`src/rtl/ctrl_pipe_pkg.sv`:
```
// Shared definitions for the control-word pipeline: control-word field layout,
// the NOP/bubble constant and a constant-evaluable clog2.
package ctrl_pipe_pkg;

  // Control-word layout, LSB first; each offset chains off the previous field
  localparam int unsigned SHIFT_IMM_OFF = 0;
  localparam int unsigned SHIFT_IMM_W   = 5;
  localparam int unsigned ALU_OP_OFF    = SHIFT_IMM_OFF + SHIFT_IMM_W;
  localparam int unsigned ALU_OP_W      = 4;
  localparam int unsigned MEM_SIZE_OFF  = ALU_OP_OFF + ALU_OP_W;
  localparam int unsigned MEM_SIZE_W    = 2;
  localparam int unsigned MEM_EN_BIT    = MEM_SIZE_OFF + MEM_SIZE_W;
  localparam int unsigned RW_BIT        = MEM_EN_BIT + 1;
  localparam int unsigned LOAD_BIT      = RW_BIT + 1;
  localparam int unsigned S_BIT         = LOAD_BIT + 1;
  localparam int unsigned RF_EN_BIT     = S_BIT + 1;
  localparam int unsigned CTRL_W        = RF_EN_BIT + 1;

  // All-zero control word disables every side effect
  localparam logic [CTRL_W-1:0] CTRL_NOP = '0;

  function automatic int unsigned clog2(input int unsigned value);
    int unsigned res;
    res = 0;
    for (int i = 0; i < 32; i++) begin
      if ((64'(1) << i) < 64'(value)) res = 32'(i + 1);
    end
    return res;
  endfunction

endpackage

```
`src/rtl/ctrl_pipe_chain_pipe_stage.sv`:
```
// One pipeline stage: a valid bit plus control word, with flush > hold > bubble > load priority.
module pipe_stage
  import ctrl_pipe_pkg::*;
#(
  parameter int unsigned      WIDTH  = CTRL_W,
  parameter logic [WIDTH-1:0] BUBBLE = WIDTH'(CTRL_NOP)
) (
  input  logic             CLK,
  input  logic             CLR,
  input  logic             flush_i,
  input  logic             hold_i,
  input  logic             bubble_i,
  input  logic [WIDTH-1:0] d_word_i,
  input  logic             d_valid_i,
  output logic [WIDTH-1:0] q_word_o,
  output logic             q_valid_o
);

  logic [WIDTH:0] stage_q;
  logic [WIDTH:0] stage_d;

  always_comb begin
    stage_d = {d_valid_i, d_word_i};
    if (flush_i) begin
      stage_d = {1'b0, BUBBLE};
    end else if (hold_i) begin
      stage_d = stage_q;
    end else if (bubble_i) begin
      stage_d = {1'b0, BUBBLE};
    end
  end

  always_ff @(posedge CLK or posedge CLR) begin
    if (CLR) begin
      stage_q <= {1'b0, BUBBLE};
    end else begin
      stage_q <= stage_d;
    end
  end

  assign q_word_o  = stage_q[WIDTH-1:0];
  assign q_valid_o = stage_q[WIDTH];

endmodule

```
`src/rtl/ctrl_pipe_chain.sv`:
```
// Uniform control-word pipeline after ID: per-stage valid, stall with bubble
// insertion below the hold boundary, per-stage flush, occupancy and perf counters.
module ctrl_pipe_chain
  import ctrl_pipe_pkg::*;
#(
  parameter int unsigned      WIDTH  = CTRL_W,
  parameter int unsigned      DEPTH  = 3,
  parameter logic [WIDTH-1:0] BUBBLE = WIDTH'(CTRL_NOP),
  parameter int unsigned      CNT_W  = 16
) (
  input  logic                          CLK,
  input  logic                          CLR,
  input  logic [WIDTH-1:0]              in_word,
  input  logic                          in_valid,
  output logic                          in_ready,
  input  logic [DEPTH-1:0]              stall,
  input  logic [DEPTH-1:0]              flush,
  output logic [DEPTH*WIDTH-1:0]        stage_word,
  output logic [DEPTH-1:0]              stage_valid,
  output logic [clog2(DEPTH+1)-1:0]     occupancy,
  output logic [CNT_W-1:0]              bubble_cnt,
  output logic [CNT_W-1:0]              flush_cnt
);

  localparam int unsigned      OCC_W   = clog2(DEPTH + 1);
  localparam int unsigned      SUM_W   = CNT_W + OCC_W;
  localparam logic [CNT_W-1:0] CNT_MAX = '1;

  logic [DEPTH-1:0] hold_c;
  logic [DEPTH-1:0] bubble_c;
  logic [WIDTH-1:0] word_q [DEPTH];
  logic [DEPTH-1:0] valid_q;
  logic [OCC_W-1:0] occ_c;
  logic [OCC_W-1:0] flush_inc_c;
  logic [SUM_W-1:0] flush_sum_c;
  logic [CNT_W-1:0] bubble_cnt_q, bubble_cnt_d;
  logic [CNT_W-1:0] flush_cnt_q, flush_cnt_d;

  // Hold boundary: stage i holds when any stall at or above it is set;
  // the stage just past the boundary takes the bubble.
  always_comb begin
    hold_c   = '0;
    bubble_c = '0;
    for (int i = 0; i < DEPTH; i++) begin
      hold_c[i] = |(stall >> i);
    end
    for (int i = 1; i < DEPTH; i++) begin
      bubble_c[i] = stall[i-1] & ~hold_c[i];
    end
  end

  assign in_ready = ~|stall;

  for (genvar g = 0; g < DEPTH; g++) begin : g_stage
    logic [WIDTH-1:0] d_word;
    logic             d_valid;

    if (g == 0) begin : g_head
      assign d_word  = in_valid ? in_word : BUBBLE;
      assign d_valid = in_valid;
    end else begin : g_body
      assign d_word  = word_q[g-1];
      assign d_valid = valid_q[g-1];
    end

    pipe_stage #(
      .WIDTH  (WIDTH),
      .BUBBLE (BUBBLE)
    ) u_stage (
      .CLK       (CLK),
      .CLR       (CLR),
      .flush_i   (flush[g]),
      .hold_i    (hold_c[g]),
      .bubble_i  (bubble_c[g]),
      .d_word_i  (d_word),
      .d_valid_i (d_valid),
      .q_word_o  (word_q[g]),
      .q_valid_o (valid_q[g])
    );

    assign stage_word[g*WIDTH +: WIDTH] = word_q[g];
  end

  assign stage_valid = valid_q;

  // Occupancy and the number of live entries killed by flush this edge
  always_comb begin
    occ_c       = '0;
    flush_inc_c = '0;
    for (int i = 0; i < DEPTH; i++) begin
      occ_c       = occ_c + OCC_W'(valid_q[i]);
      flush_inc_c = flush_inc_c + OCC_W'(valid_q[i] & flush[i]);
    end
  end

  assign occupancy = occ_c;

  // Saturating counters; a flushed bubble target is not a stall-induced bubble
  always_comb begin
    bubble_cnt_d = bubble_cnt_q;
    if (|(bubble_c & ~flush) && (bubble_cnt_q != CNT_MAX)) begin
      bubble_cnt_d = bubble_cnt_q + CNT_W'(1);
    end
    flush_sum_c = SUM_W'(flush_cnt_q) + SUM_W'(flush_inc_c);
    flush_cnt_d = (flush_sum_c > SUM_W'(CNT_MAX)) ? CNT_MAX : CNT_W'(flush_sum_c);
  end

  always_ff @(posedge CLK or posedge CLR) begin
    if (CLR) begin
      bubble_cnt_q <= '0;
      flush_cnt_q  <= '0;
    end else begin
      bubble_cnt_q <= bubble_cnt_d;
      flush_cnt_q  <= flush_cnt_d;
    end
  end

  assign bubble_cnt = bubble_cnt_q;
  assign flush_cnt  = flush_cnt_q;

endmodule

```
`config.mk`:
```
export PLATFORM = sky130hd
export DESIGN_NAME = ctrl_pipe_chain
export DESIGN_NICKNAME = d
export VERILOG_FILES = /design/src/rtl/ctrl_pipe_pkg.sv /design/src/rtl/ctrl_pipe_chain_pipe_stage.sv /design/src/rtl/ctrl_pipe_chain.sv
export SDC_FILE = /design/constraint.sdc
export NUM_CORES = 1
export LEC_CHECK = 0
export CAP_MARGIN = 20
export CELL_PAD_IN_SITES_DETAIL_PLACEMENT = 0
export CELL_PAD_IN_SITES_GLOBAL_PLACEMENT = 1
export CORE_ASPECT_RATIO = 0.9
export CORE_MARGIN = 1.5
export CORE_UTILIZATION = 40
export CTS_BUF_LIST = sky130_fd_sc_hd__clkbuf_8
export DETAILED_ROUTE_END_ITERATION = 10
export PLACE_DENSITY = 0.85
export SYNTH_ARGS = -nofsm -noshare
export SYNTH_HDL_FRONTEND = slang
export SYNTH_SLANG_ARGS = --single-unit
```
`constraint.sdc`:
```
create_clock -name CLK -period 5.9 [get_ports CLK]
set_input_delay 1.18 -clock CLK [delete_from_list [all_inputs] [get_ports CLK]]
set_output_delay 1.18 -clock CLK [all_outputs]
set_load 0.05 [all_outputs]
```
== After elaboration in Yosys (flattened, before gate mapping) ==
Index checks and enable logic that the tools add are counted.
Widths: inputs -> output; s select.

* Bits of input ports: 25
* Logic and storage cells: 40
* Flip-flop bits (word level): 83
* Output and inout bits: 86

* Muxes and demuxes: 10
* Magnitude comparators: 1
* Eq/ne operators: 4
* Reductions and logical operators: 5
* Bitwise logic cells: 9
* Add/subtract/negate cells: 6

{| class="wikitable"
|+ Operators with widths
! kind !! count
|-
| $mux 17 || 8
|-
| $mux 16 || 2
|-
| $add 16x2->17 || 1
|-
| $gt 17x16->1 const B || 1
|-
| $add 16x1->16 const B || 1
|-
| $ne 16x16->1 const B || 1
|-
| $reduce_or 3->1 || 2
|-
| $and 1x1->1 || 5
|-
| $add 1x1->2 || 2
|-
| $add 2x1->2 || 2
|-
| $ne 2x2->1 const B || 2
|-
| $and 3x3->3 || 1
|-
| $not 3->3 || 1
|-
| $ne 2x1->1 const B || 1
|-
| $not 1->1 || 2
|-
| $reduce_or 2->1 || 1
|-
| $logic_and 1x1->1 || 1
|-
| $logic_not 1->1 || 1
|}

== Depth between registers and ports, before layout ==
* Depth after elaboration: 6
* Gate-level depth with buffers: 11
* Gate-level depth less buffers: 10

== Modules after synthesis ==
From an unflattened synthesis, not the netlist that was laid out.

* Cells, all modules: 374
* Area, all modules: 4053.9 sq um

{| class="wikitable"
|+ By module, submodules not included
! module !! times used !! area an instance (sq um) !! cells each !! seq. area each (sq um)
|-
| pipe_stage || 3 || 710.7 || 60 || 425.4
|-
| ctrl_pipe_chain || 1 || 1921.8 || 194 || 800.8
|}

== Worst setup path before layout ==
No wires, ideal clock.

* Kind: input to output
* Start: input stall[2]
* End: output in_ready
* Slack: 2.207 ns
* Cell stages on the path: 2
* Arrival time: 2.513 ns
* Data required time: 4.720 ns
* Path through: buf_2 > nor3_1

* Longest elaborated chain between the ends: 2

{| class="wikitable"
|+ RTL lines
! item !! RTL line !! text
|-
| from (decl) || ctrl_pipe_chain.sv:16 || <nowiki>input logic [DEPTH-1:0] stall,</nowiki>
|-
| $reduce_or 3->1 || ctrl_pipe_chain.sv:52 || <nowiki>assign in_ready = ~|stall;</nowiki>
|-
| $logic_not 1->1 || ctrl_pipe_chain.sv:52 ||
|-
| to (decl) || ctrl_pipe_chain.sv:15 || <nowiki>output logic in_ready,</nowiki>
|}

No other way between the ends.

== Worst setup path in the final report ==
Same ends and word-level chain as after synthesis.

==> run metrics <==
Hold WS roughly 0.51 ns; most frequent cells in the layout 110 x clkdlybuf4s50_1, 83 x dfrtp_1, 50 x a22o_1, 22 x nand2_1, 15 x nor2_1; final hold vios 0; register area share after synthesis between 50% and 60%; Design Power 1.46 mW; Reg clk slew, reported paths ~0.080 ns; pin count of the biggest net entering global routing between 80 and 90; total number of vias about 2800; number of global-route vias before repair ~2700; wire per inst about 16 um; worst vdd ir about 150 uV; Clock Tree Buf Depth 2; leakage power around 2.2 nW; Syn Area/Cell between 10 and 15 sq um; Post-synth EDFFs 0; Hold Buf Count CTS 0; total gr overflow 0; Worst path most repeated cell clkdlybuf4s50_1; Buf/Inv on CP 2; Initial Utilization 41.5%; Max Fclk approximately 230 MHz; CTS H-Tree Depth 3; Tmin final about 4.4 ns; Hold Crit Class reg -> reg; crit path max fanout 7; CTS tree done; CP max-delay cell clkdlybuf4s50_1; crit path kind in -> out; width of the die 103 um; CTS sink cnt 83; post-detail-place hpwl between 5000 and 6000 um; outcome finished clean; gpl congestion 0.765; Required @ worst endpoint between 4 and 5 ns; crit start category input port; Largest delay share family, worst path buffers and inverters; slowest stage delay, CP slightly above 0.9 ns; Slew headroom about 30%; CP endpoint kind primary output; Post-Syn Instances about 290; RSZ-0062 raised after global routing false; most common cell after layout, fill and taps aside clkdlybuf4s50_1; CTS Buf Count 9; synthesized flop and latch total between 80 and 90; # setup viols final 0; Die ar. between 9000 and 10000 sq um; first-pass GRT wire length 13800 um; drc violations 0; antenna cells 0; worst-path cell chain clkdlybuf4s50_1 > nor3_1 > clkdlybuf4s50_1; Ys Warns 0; setup TNS 0 ns; IO Port Bufs 110; Synth cell types between 40 and 50; clock skew roughly 0.0097 ns; Final period util between 70 and 80%; Layout area overhead 41.4%; Initial DRC Count between 60 and 70; Async S/R FF share, synth 100%; PD cells 288 nW/um^2; Core Footprint roughly 8600 sq um; CTS Root Buffer Type clkbuf_8; Die H approximately 93 um; filler instances 754; # Post-CTS Setup Buffers 0; GRT Overall Usage between 10% and 20%; top_reg_cell synth dfrtp_1; ANT nets after route 0; fin. max-slew vios 0; WP data arrival 3.20 ns; Synth Cell Area 3590 sq um; layout cells sized above 1 ~8.7%; DRT Wirelength roughly 8600 um; routed vias/inst 5.19; syn_nets between 300 and 400; cell row count 32; initial antenna violation count 0; Worst-Skew Late Latency ~0.34 ns; TritonRoute pass-1 iters 4; max-cap violation count 0; Least-Margin Pin Slew between 1 and 1.5 ns; IO Pins around 110; Post-CTS Resized 0; post-layout net count about 440
registers in the layout, indices dropped and copies added, names as in the netlist:
name                     flops
bubble_cnt                  16
g_stage.u_stage.stage_q     51
flush_cnt                   16
where the power goes:
| part | internal [mW] | switching [mW] | total, mW |
|---|---|---|---|
| Sequential | 0.605 | 0.0512 | 0.656 |
| Combinational | 0.117 | 0.216 | 0.333 |
| Clock | 0.263 | 0.206 | 0.469 |
| Total | 0.985 | 0.473 | 1.46 |
final timing paths:
kind                       depth (start not counted)                      startpoint  slack, ns                       endpoint
max                                                3                        stall[2]       1.52                       in_ready
min                                                1   g_stage[2].u_stage.stage_q[1]       0.51  g_stage[2].u_stage.stage_q[1]
max reg2reg                                       10  g_stage[2].u_stage.stage_q[16]       3.02                  flush_cnt[15]
min reg2reg                                        1   g_stage[2].u_stage.stage_q[1]       0.51  g_stage[2].u_stage.stage_q[1]
max in group asynchronous                          4                             CLR       4.01                   flush_cnt[2]
min in group asynchronous                          3                             CLR       1.28  g_stage[1].u_stage.stage_q[8]
stage by stage:
stage          util, %  instances  setup WS (ns)  area [sq um]
5_1_grt           58.6        531           1.45          5070
3_3_place_gp      55.7        514           1.50          4810
3_5_place_dp      55.7        514           1.51          4810
2_1_floorplan        -        293           2.21          3590
4_1_cts           58.4        530           1.50          5050
6_report          58.6        531           1.52          5070
kinds of logic (layout without fill, tap and decap cells):
family / count (synthesis) / count (layout) / synth area share [%]
buffers and inverters: 23 / 142 / 3.00
AO/OA/AOI/OAI: 64 / 64 / 14.8
AND/OR/NAND/NOR: 93 / 93 / 15.4
adder cells (fa/ha/maj): 6 / 6 / 2.72
XOR/XNOR: 19 / 19 / 4.64
flip-flops: 83 / 83 / 57.9
multiplexers: 5 / 5 / 1.54
synth_stat cells (5+ instances only):
master | count | area [sq um]
nand3_1 | 11 | 55.1
inv_1 | 10 | 37.5
a22o_1 | 50 | 438
nand4_1 | 6 | 37.5
nor2_1 | 15 | 56.3
xnor2_1 | 9 | 78.8
buf_2 | 5 | 25.0
xor2_1 | 10 | 87.6
nor3_1 | 10 | 50.1
dfrtp_1 | 83 | 2080
nand2_1 | 22 | 82.6
layer usage:
layer,share of wire (%),routed length [um],vias up,GRT usage (%)
met5,0,0,-,0
met4,1.2,102,0,5.74
met3,5.9,511,11,5.58
met2,46,3970,76,28.4
met1,47,4040,1370,26.8
li1,-,-,1298,-
cell type report:
type	count	area (sq um)	share of cell area, %
multi-input combinational	187	1410	27.8
tap	119	149	2.94
clock buffer	11	151	2.99
sequential	83	2080	41.0
inverter	10	38.8	0.765
timing repair buffer	116	1160	22.9
clock inverter	5	85.1	1.68
Note: power is estimated with default switching activity, not from simulation.
